## src/rtl/frame_buffer_pkg.sv

```systemverilog
// Shared sizing helpers and types for the ping-pong frame buffer.
package frame_buffer_pkg;

  localparam int IMG_WIDTH_D  = 30;
  localparam int IMG_HEIGHT_D = 30;
  localparam int IN_W_D       = 8;

  typedef logic [0:0] bank_idx_t;

  function automatic int beats_f(input int bits, input int in_w);
    return (bits + in_w - 1) / in_w;
  endfunction

  function automatic int tail_bits_f(input int bits, input int in_w);
    return bits - (beats_f(bits, in_w) - 1) * in_w;
  endfunction

  // Keeps the beat counter at least 1 bit wide for single-beat frames.
  function automatic int beat_w_f(input int beats);
    return (beats > 1) ? $clog2(beats) : 1;
  endfunction

endpackage

```

## src/rtl/frame_bank.sv

```systemverilog
// One frame of pixel storage written one beat at a time; the last beat keeps only its tail bits.
// Latency: write visible on img the cycle after we.
// Backpressure: none, the caller gates we.
module frame_bank
  import frame_buffer_pkg::*;
#(
  parameter int IMG_BITS  = 900,
  parameter int IN_W      = 8,
  parameter int BEATS     = beats_f(IMG_BITS, IN_W),
  parameter int TAIL_BITS = tail_bits_f(IMG_BITS, IN_W),
  parameter int BW        = beat_w_f(BEATS)
) (
  input  logic                clk,
  input  logic                rst_n,
  input  logic                we,
  input  logic [BW-1:0]       beat,
  input  logic [IN_W-1:0]     wdat,
  output logic [IMG_BITS-1:0] img
);

  always_ff @(posedge clk or negedge rst_n) begin
    if (!rst_n) begin
      img <= '0;
    end else if (we) begin
      for (int b = 0; b < BEATS - 1; b++) begin
        if (beat == BW'(b)) img[b*IN_W +: IN_W] <= wdat;
      end
      // Upper bits of the final beat fall outside the image and are dropped.
      if (beat == BW'(BEATS - 1)) img[(BEATS-1)*IN_W +: TAIL_BITS] <= wdat[TAIL_BITS-1:0];
    end
  end

endmodule

```

## src/rtl/frame_buffer_pp.sv

```systemverilog
// Two-bank frame assembler: one bank fills from the beat stream while the other is presented.
// Latency: frame_done/out_valid one cycle after the last beat; release takes effect next cycle.
// Backpressure: in_ready drops while the write bank is still full or clear is high.
module frame_buffer_pp
  import frame_buffer_pkg::*;
#(
  parameter int  IMG_WIDTH  = IMG_WIDTH_D,
  parameter int  IMG_HEIGHT = IMG_HEIGHT_D,
  parameter int  IN_W       = IN_W_D,
  localparam int IMG_BITS   = IMG_WIDTH * IMG_HEIGHT,
  localparam int BEATS      = beats_f(IMG_BITS, IN_W),
  localparam int TAIL_BITS  = tail_bits_f(IMG_BITS, IN_W),
  localparam int BW         = beat_w_f(BEATS)
) (
  input  logic                clk,
  input  logic                rst_n,
  input  logic                clear,
  output logic                clear_done,
  input  logic                in_valid,
  input  logic [IN_W-1:0]     in_data,
  output logic                in_ready,
  output logic                frame_done,
  output logic                out_valid,
  output logic [IMG_BITS-1:0] out_img,
  input  logic                out_ack,
  output logic [1:0]          frames_pending,
  output logic [BW-1:0]       wr_beat,
  output logic                overflow_err
);

  logic [1:0]    full_q, full_d;
  bank_idx_t     wr_bank_q, wr_bank_d;
  bank_idx_t     rd_bank_q, rd_bank_d;
  logic [BW-1:0] wr_beat_q, wr_beat_d;
  logic          ovf_q, ovf_d;
  logic          frame_done_q, frame_done_d;
  logic          clear_done_q;
  logic          wr_fire, wr_last, rd_fire;
  logic [IMG_BITS-1:0] bank_dat [2];

  assign in_ready  = !full_q[wr_bank_q] && !clear;
  assign wr_fire   = in_valid && in_ready;
  assign wr_last   = (wr_beat_q == BW'(BEATS - 1));
  assign out_valid = full_q[rd_bank_q];
  assign rd_fire   = out_ack && out_valid && !clear;

  always_comb begin
    full_d       = full_q;
    wr_bank_d    = wr_bank_q;
    rd_bank_d    = rd_bank_q;
    wr_beat_d    = wr_beat_q;
    frame_done_d = 1'b0;
    ovf_d        = ovf_q | (in_valid && !in_ready);
    if (wr_fire) begin
      if (wr_last) begin
        full_d[wr_bank_q] = 1'b1;
        wr_bank_d         = ~wr_bank_q;
        wr_beat_d         = '0;
        frame_done_d      = 1'b1;
      end else begin
        wr_beat_d = wr_beat_q + BW'(1);
      end
    end
    // Completion and release always hit different banks, so both apply.
    if (rd_fire) begin
      full_d[rd_bank_q] = 1'b0;
      rd_bank_d         = ~rd_bank_q;
    end
    if (clear) begin
      full_d       = '0;
      wr_bank_d    = '0;
      rd_bank_d    = '0;
      wr_beat_d    = '0;
      frame_done_d = 1'b0;
      ovf_d        = 1'b0;
    end
  end

  always_ff @(posedge clk or negedge rst_n) begin
    if (!rst_n) begin
      full_q       <= '0;
      wr_bank_q    <= '0;
      rd_bank_q    <= '0;
      wr_beat_q    <= '0;
      ovf_q        <= 1'b0;
      frame_done_q <= 1'b0;
      clear_done_q <= 1'b0;
    end else begin
      full_q       <= full_d;
      wr_bank_q    <= wr_bank_d;
      rd_bank_q    <= rd_bank_d;
      wr_beat_q    <= wr_beat_d;
      ovf_q        <= ovf_d;
      frame_done_q <= frame_done_d;
      clear_done_q <= clear;
    end
  end

  for (genvar g = 0; g < 2; g++) begin : g_bank
    frame_bank #(
      .IMG_BITS  (IMG_BITS),
      .IN_W      (IN_W),
      .BEATS     (BEATS),
      .TAIL_BITS (TAIL_BITS),
      .BW        (BW)
    ) u_bank (
      .clk   (clk),
      .rst_n (rst_n),
      .we    (wr_fire && (wr_bank_q == bank_idx_t'(g))),
      .beat  (wr_beat_q),
      .wdat  (in_data),
      .img   (bank_dat[g])
    );
  end

  assign out_img        = bank_dat[rd_bank_q];
  assign frames_pending = {1'b0, full_q[0]} + {1'b0, full_q[1]};
  assign wr_beat        = wr_beat_q;
  assign overflow_err   = ovf_q;
  assign frame_done     = frame_done_q;
  assign clear_done     = clear_done_q;

endmodule

```

## config.mk

```make
export PLATFORM = sky130hd
export DESIGN_NAME = frame_buffer_pp
export DESIGN_NICKNAME = d
export VERILOG_FILES = /design/src/rtl/frame_buffer_pkg.sv /design/src/rtl/frame_bank.sv /design/src/rtl/frame_buffer_pp.sv
export SDC_FILE = /design/constraint.sdc
export NUM_CORES = 2
export LEC_CHECK = 0
export ABC_AREA = 1
export CAP_MARGIN = 10
export CORE_ASPECT_RATIO = 0.9
export CORE_MARGIN = 2
export CORE_UTILIZATION = 50
export DETAILED_ROUTE_END_ITERATION = 10
export PLACE_DENSITY_LB_ADDON = 0.2
export SLEW_MARGIN = 25
export SYNTH_ARGS = -nofsm -noshare
export SYNTH_HDL_FRONTEND = slang
export SYNTH_SLANG_ARGS = --single-unit
```

## constraint.sdc

```tcl
create_clock -name clk -period 2.6 [get_ports clk]
set_input_delay 0.39 -clock clk [delete_from_list [all_inputs] [get_ports clk]]
set_output_delay 0.39 -clock clk [all_outputs]
set_load 0.1 [all_outputs]
```

# == Word-level counts from Yosys, hierarchy flattened ==
# Index checks and enable logic that the tools add are counted.
# op_classes
muxes,27
magnitude_cmp,5
add_sub_neg,2
n_reduce_logical,243
n_bitwise,7
n_eq_ne,112
# ops
op,n
$mux W900,3
$reduce_and A2 Y1,227
$eq A7 B7 Y1 const B,49
$eq A7 B6 Y1 const B,32
$eq A7 B5 Y1 const B,16
$eq A7 B4 Y1 const B,8
$eq A7 B3 Y1 const B,4
$mux W7,3
$mux W1,15
$eq A7 B2 Y1 const B,2
$logic_and A1 B1 Y1,9
$mux W2,4
$add A7 B1 Y7 const B,1
$eq A7 B1 Y1 const B,1
$logic_not A7 Y1,1
$reduce_bool A2 Y1,3
$lt A1 B2 Y1 const B,2
$logic_not A1 Y1,3
$add A1 B1 Y2,1
$and A2 B2 Y2,1
$demux W1 S1,2
$ge A1 B1 Y1 const B,2
$ge A2 B2 Y1 const B,1
$not A1 Y1,2
4 further kinds,4
# word_totals
elab_cells,629
output_inout_bits,914
reg_bits,1814

# == Logic depth before layout (Yosys ltp) ==
# depth
word_depth,10
mapped_depth,9

# == Modules after synthesis ==
# Synthesis repeated with hierarchy kept, for this count alone.
# hier_totals
hier_cells,10878
hier_area_um2,82367.7
# by_module_without_submodules
module,cells_each,area_per_inst_um2,instances
frame_bank,3943,35198.8,2
frame_buffer_pp,2992,11970.2,1

# == Least setup slack after synthesis ==
# Ideal clock, no wire load.
# synth_path
path_type,register to register
from,reg rd_bank_q
to,reg full_q[0]
arrival_time_ns,3.085
period_less_slack_ns,3.213
path_slack_ns,-0.613
stages_incl_launch_ff,5
cell_sequence,dfrtp_1 -> o21ai_0 -> nand4_1 -> nand2_1 -> a21oi_1
# synth_via
elab_cells_between_ends,13
cone_classes,order compare: 2; mux: 6; bitwise: 2; reduce/logical: 3
# synth_lines
item,line,source
"start, declared",frame_buffer_pp.sv:33,"bank_idx_t rd_bank_q, rd_bank_d;"
"start signal, assigned",frame_buffer_pp.sv:91,rd_bank_q <= rd_bank_d;
$mux W1 (not written as such) (2 in series),frame_buffer_pp.sv:44,assign out_valid = full_q[rd_bank_q];
via out_valid,frame_buffer_pp.sv:23,"output logic out_valid,"
$logic_and A1 B1 Y1 (2 in series),frame_buffer_pp.sv:45,assign rd_fire = out_ack && out_valid && !clear;
$mux W2,frame_buffer_pp.sv:65,if (rd_fire) begin
$mux W2,frame_buffer_pp.sv:69,if (clear) begin
via full_d[0],frame_buffer_pp.sv:31,"logic [1:0] full_q, full_d;"
"end signal, assigned",frame_buffer_pp.sv:89,full_q <= full_d;
"end, declared",frame_buffer_pp.sv:31,
# The timed path passes the listed nets, and every way through them passes these cells. The select of a mux whose other input is x is not followed.
# A chain may end at the register's enable or synchronous reset.

# == Final worst setup path ==
# layout_path
from,reg rd_bank_q
to,out out_img[363]
# layout_via
elab_chain_cells,4
# layout_rtl
item,line,source
$not A1 Y2 (not written as such),frame_buffer_pp.sv:116,assign out_img = bank_dat[rd_bank_q];
$mux W900 (not written as such) (3 in series),frame_buffer_pp.sv:116,
"end, declared",frame_buffer_pp.sv:24,"output logic [IMG_BITS-1:0] out_img,"
# No other way between the ends. The select of a mux whose other input is x is not followed.

==> results.md <==
- The number of clock buffers inserted by TritonCTS is 186.
- The average cell area after synthesis is 7.51 um2.
- The number of fill cells in the layout is 12300.
- The transition time of the tightest slew-check pin is 906 ps.
- The maximum resistive drop on vdd is 0.000578 V.
- During I/O placement, the number of pins put on the boundary was slightly above 900.
- For this design the ratio of total power to cell area is 527 nW/um2.
- Clock skew on the completed layout was measured at 17.3 ps.
- In this run the static leakage power is 62.7 nW.
- The number of distinct standard cells referenced by the synthesized netlist is 19.
- The TritonCTS clock tree is built.
- Summing all non-filler instances in the final layout gives an area of 116000 um2.
- The logic depth of the worst register-to-register path is 7.
- The share of power burned in registers is 46.6%.
- Synthesis produced a netlist with a net count of 11100.
- The first global-routing pass estimated 473 mm of wire.
- The worst-path maximum fanout is 7.
- The required arrival time at the worst endpoint is between 2000 and 2500 ps.
- The max capacitance violation total is 0.
- The net count of the finished layout is 12100.
- The buffer type at the clock tree root is clkbuf_16.
- After layout, the minimum clock period comes to 2980 ps.
- The antenna diode count is 0.
- The kind of path behind the tightest hold check is in -> reg.
- The number of slew-limit violations in the final report is 0.
- At the end of routability-driven placement, the weighted congestion stood at 0.927.
- The remaining antenna violation count after routing is 0.
- The cell area that synthesis handed to floorplanning was 83400 um2.
- The total DRC errors in the routed layout is 0.
- Summing all placed instances gives a cell area of around 110000 um2.
- The region available for standard cell placement spans 166000 um2.
- The number of clock sinks seen by CTS is 1814.
- The total count of hold-check failures in the final report is 0.
- The top-area cell type share of the netlist area is 54.4%.
- The filler-free cell count of the finished design is 14500.
- The maximum buffer depth of the clock tree is 3.
- The flow ran to the end, but the final reports show violations.
- After clock tree synthesis, the clock-pin slew on the worst setup and hold paths is 60 ps.
- The count of routing violations after the opening detailed-route iteration is 9930.
- The overall global routing resource usage is 36.3%.
- Setup repair after global routing could not meet its margin everywhere.
- The HPWL reported at the end of detailed placement is 204 mm.
- Of the cells placed in the final design, the portion with a size suffix greater than 1 is 18.2%.
- In this run the tightest slew margin relative to its limit is 39.5%.
- The dominant cell type by area after synthesis is dfrtp_1.
- Compared with the post-synthesis result, the final layout area differs by 39.4%.
- The proportion of power drawn by the clock network is 44.9%.
- The maximum achievable frequency is about 340 MHz.
- The initial antenna violation count is 0.
- The share of the clock period used by the worst path is 115%.
- The number of synthesis warnings is 0.
- The final layout contains routed wiring with a total length of 321 mm.
- The worst setup path is launched from a flip-flop.
- The horizontal die dimension is ~430 um.
- In this run the vertical extent of the chip is 391 um.
- The path type of the worst setup path is reg -> out.
- The internal power consumption is 45.6 mW.
- Setup violations remaining at the end of the flow were counted as 1043.
- Net switching is 25.6% of the power.
- The cell count of the worst hold path is 3.
- Clock latency on the worst-skew pair, taken at its later pin, is 840 ps.
- Once placement completed, the tool counted placed cells totaling 14000.
- The switching component of the power is between 15 and 20 mW.
- The average wire per cell in the routed design is 22.2 um.
- The synthesized design contains between 1500 and 2000 register bits.
- The checks that failed: setup timing.
- The type of element capturing the critical path is an output pin.
- Dividing the detail-routed via count by the number of cells gives 5.71.
- The combinational fraction of design power is under 10%.
- The total number of vias is between 80000 and 90000.
- The row count is 142.
- The number of instances in the synthesized netlist is 11100.
- Entering global routing, the biggest net connects 122 pins.
- In this run the tool buffered the top-level ports with 926 buffer cells.
- The die covers 170000 um2.
- Before CTS, the worst setup slack after placement is -173 ps.
- STA puts the critical path data arrival time at 2590 ps.
- The via count of the first global-routing pass is approximately 79000.
- The H-tree generated during clock tree synthesis spans 4 levels.
- The number of iterations in the first detailed-routing pass is 9.
- The starting density of the core is 50.2%.
- The final worst setup slack is -381 ps.
- After synthesis, flip-flops and latches occupy 54.4% of the total area.
- For this run the aggregate overflow at the end of global routing stands at 0.
- By area the synthesized netlist is led by dfrtp_1 54%, nand2_1 29%, nand3_1 11%.
per-layer routing:
layer | vias to the layer above | share of wire (%) | global-route usage [%] | routed length, um
met3 | 1036 | 9.9 | 7.25 | 31800
met4 | 0 | 9.1 | 28.7 | 29100
met2 | 4809 | 45 | 54.0 | 144000
met5 | - | 0 | 0 | 0
met1 | 39800 | 36 | 46.5 | 116000
li1 | 36800 | - | - | -
layout make-up:
class	count	area, um2	area share [%]
multi-input combinational	8529	35900	30.8
inverter	17	90.1	0.0775
clock buffer	270	5440	4.68
clock inverter	65	782	0.673
tap	2232	2790	2.40
sequential	1814	45400	39.1
timing repair inverter	1	30.0	0.0258
timing repair buffer	1523	25900	22.2
critical path, stage by stage, from the launching register on:
cell and delay, ps:
dfrtp_4 540, buf_6 150, buf_12 150, buf_16 170, buf_12 160, clkbuf_16 170
nand2_1 80, nand2_1 110, buf_12 190
through the flow:
stage / TNS, ps / hold slack [ps] / power, mW / utilization, %
finish: -241250 / 39.9 / 61.3 / 70.0
global route: -294430 / 38.0 / 62.8 / 70.0
CTS: -263770 / 4.96 / 61.3 / 68.8
detailed placement: -13840 / 337 / 34.2 / 64.0
global placement: -3200 / 342 / 34.2 / 64.0
floorplan: 0 / 94.4 / 31.6 / -
flip-flops by register name, summed over array words and instances (netlist names):
| register | count |
|---|---|
| wr_beat | 7 |
| overflow_err | 1 |
| clear_done | 1 |
| g_bank.u_bank.img | 1800 |
| rd_bank_q | 1 |
| frame_done | 1 |
| wr_bank_q | 1 |
| full_q | 2 |
power groups by stage:
stage	logic, mW	clock network [mW]	registers [mW]
3_3_place_gp	5.11	0	29.0
2_1_floorplan	2.52	0	29.1
3_5_place_dp	5.16	0	29.1
4_1_cts	5.18	27.6	28.5
6_report	5.22	27.5	28.6
5_1_grt	5.42	28.8	28.6
cell usage after synthesis:
master,count
a21oi_1,3
buf_1,11
buf_2,327
buf_4,8
clkbuf_1,405
clkbuf_2,1
clkinv_1,2
dfrtp_1,1814
ha_1,5
inv_1,15
nand2_1,6551
nand2_2,6
nand3_1,1813
nand3_2,9
nand4_1,5
nor2_1,26
nor2_2,102
o21ai_0,8
xnor2_1,1
cells by family (layout without fill, tap and decap cells):
group,after synthesis,count (layout),share of synthesized area [%]
and+or+nand+nor,8512,8512,41.4
DFF,1814,1814,54.4
buffers and inverters,769,1876,3.99
AOI/OAI and AO/OA,11,11,0.0660
adders and majority gates,5,5,0.0750
xor gates and xnor gates,1,1,0.0105
worst paths after layout:
kind,startpoint,to,slack [ps]
worst min register to register,g_bank[1].u_bank.img[872]$_DFFE_PN0P_,g_bank[1].u_bank.img[872]$_DFFE_PN0P_,470
max in group asynchronous,rst_n,g_bank[0].u_bank.img[38]$_DFFE_PN0P_,1280
min in group asynchronous,rst_n,g_bank[0].u_bank.img[724]$_DFFE_PN0P_,110
worst max-delay path,rd_bank_q$_DFFE_PN0P_,out_img[363],-380
worst min-delay path,in_data[0],g_bank[0].u_bank.img[192]$_DFFE_PN0P_,40
worst max register to register,wr_beat[0]$_DFFE_PN0P_,g_bank[0].u_bank.img[273]$_DFFE_PN0P_,-250
repair_timing:
action / 4_1_cts / 5_1_grt
endpoints found under the setup margin: 1106 / 1294
resized for setup: 221 / 248
hold buffers: 5 / 0
hold endpoints to repair: 422 / 0
setup buffers: 18 / 17
gates cloned: 24 / 47
pin swaps: 15 / 26
cell usage in the layout (no fill, tap or decap), types with 14 or more instances in the layout:
| master | count |
|---|---|
| nor2_1 | 24 |
| buf_16 | 45 |
| nand2_4 | 82 |
| buf_12 | 1012 |
| nand2_2 | 216 |
| buf_4 | 397 |
| nor2_2 | 100 |
| clkbuf_8 | 43 |
| nand3_1 | 1813 |
| clkinv_2 | 35 |
| nand2_1 | 6259 |
| clkbuf_16 | 220 |
| clkbuf_1 | 39 |
| inv_1 | 14 |
| dfrtp_1 | 1813 |
(Power assumes the default switching activity.)
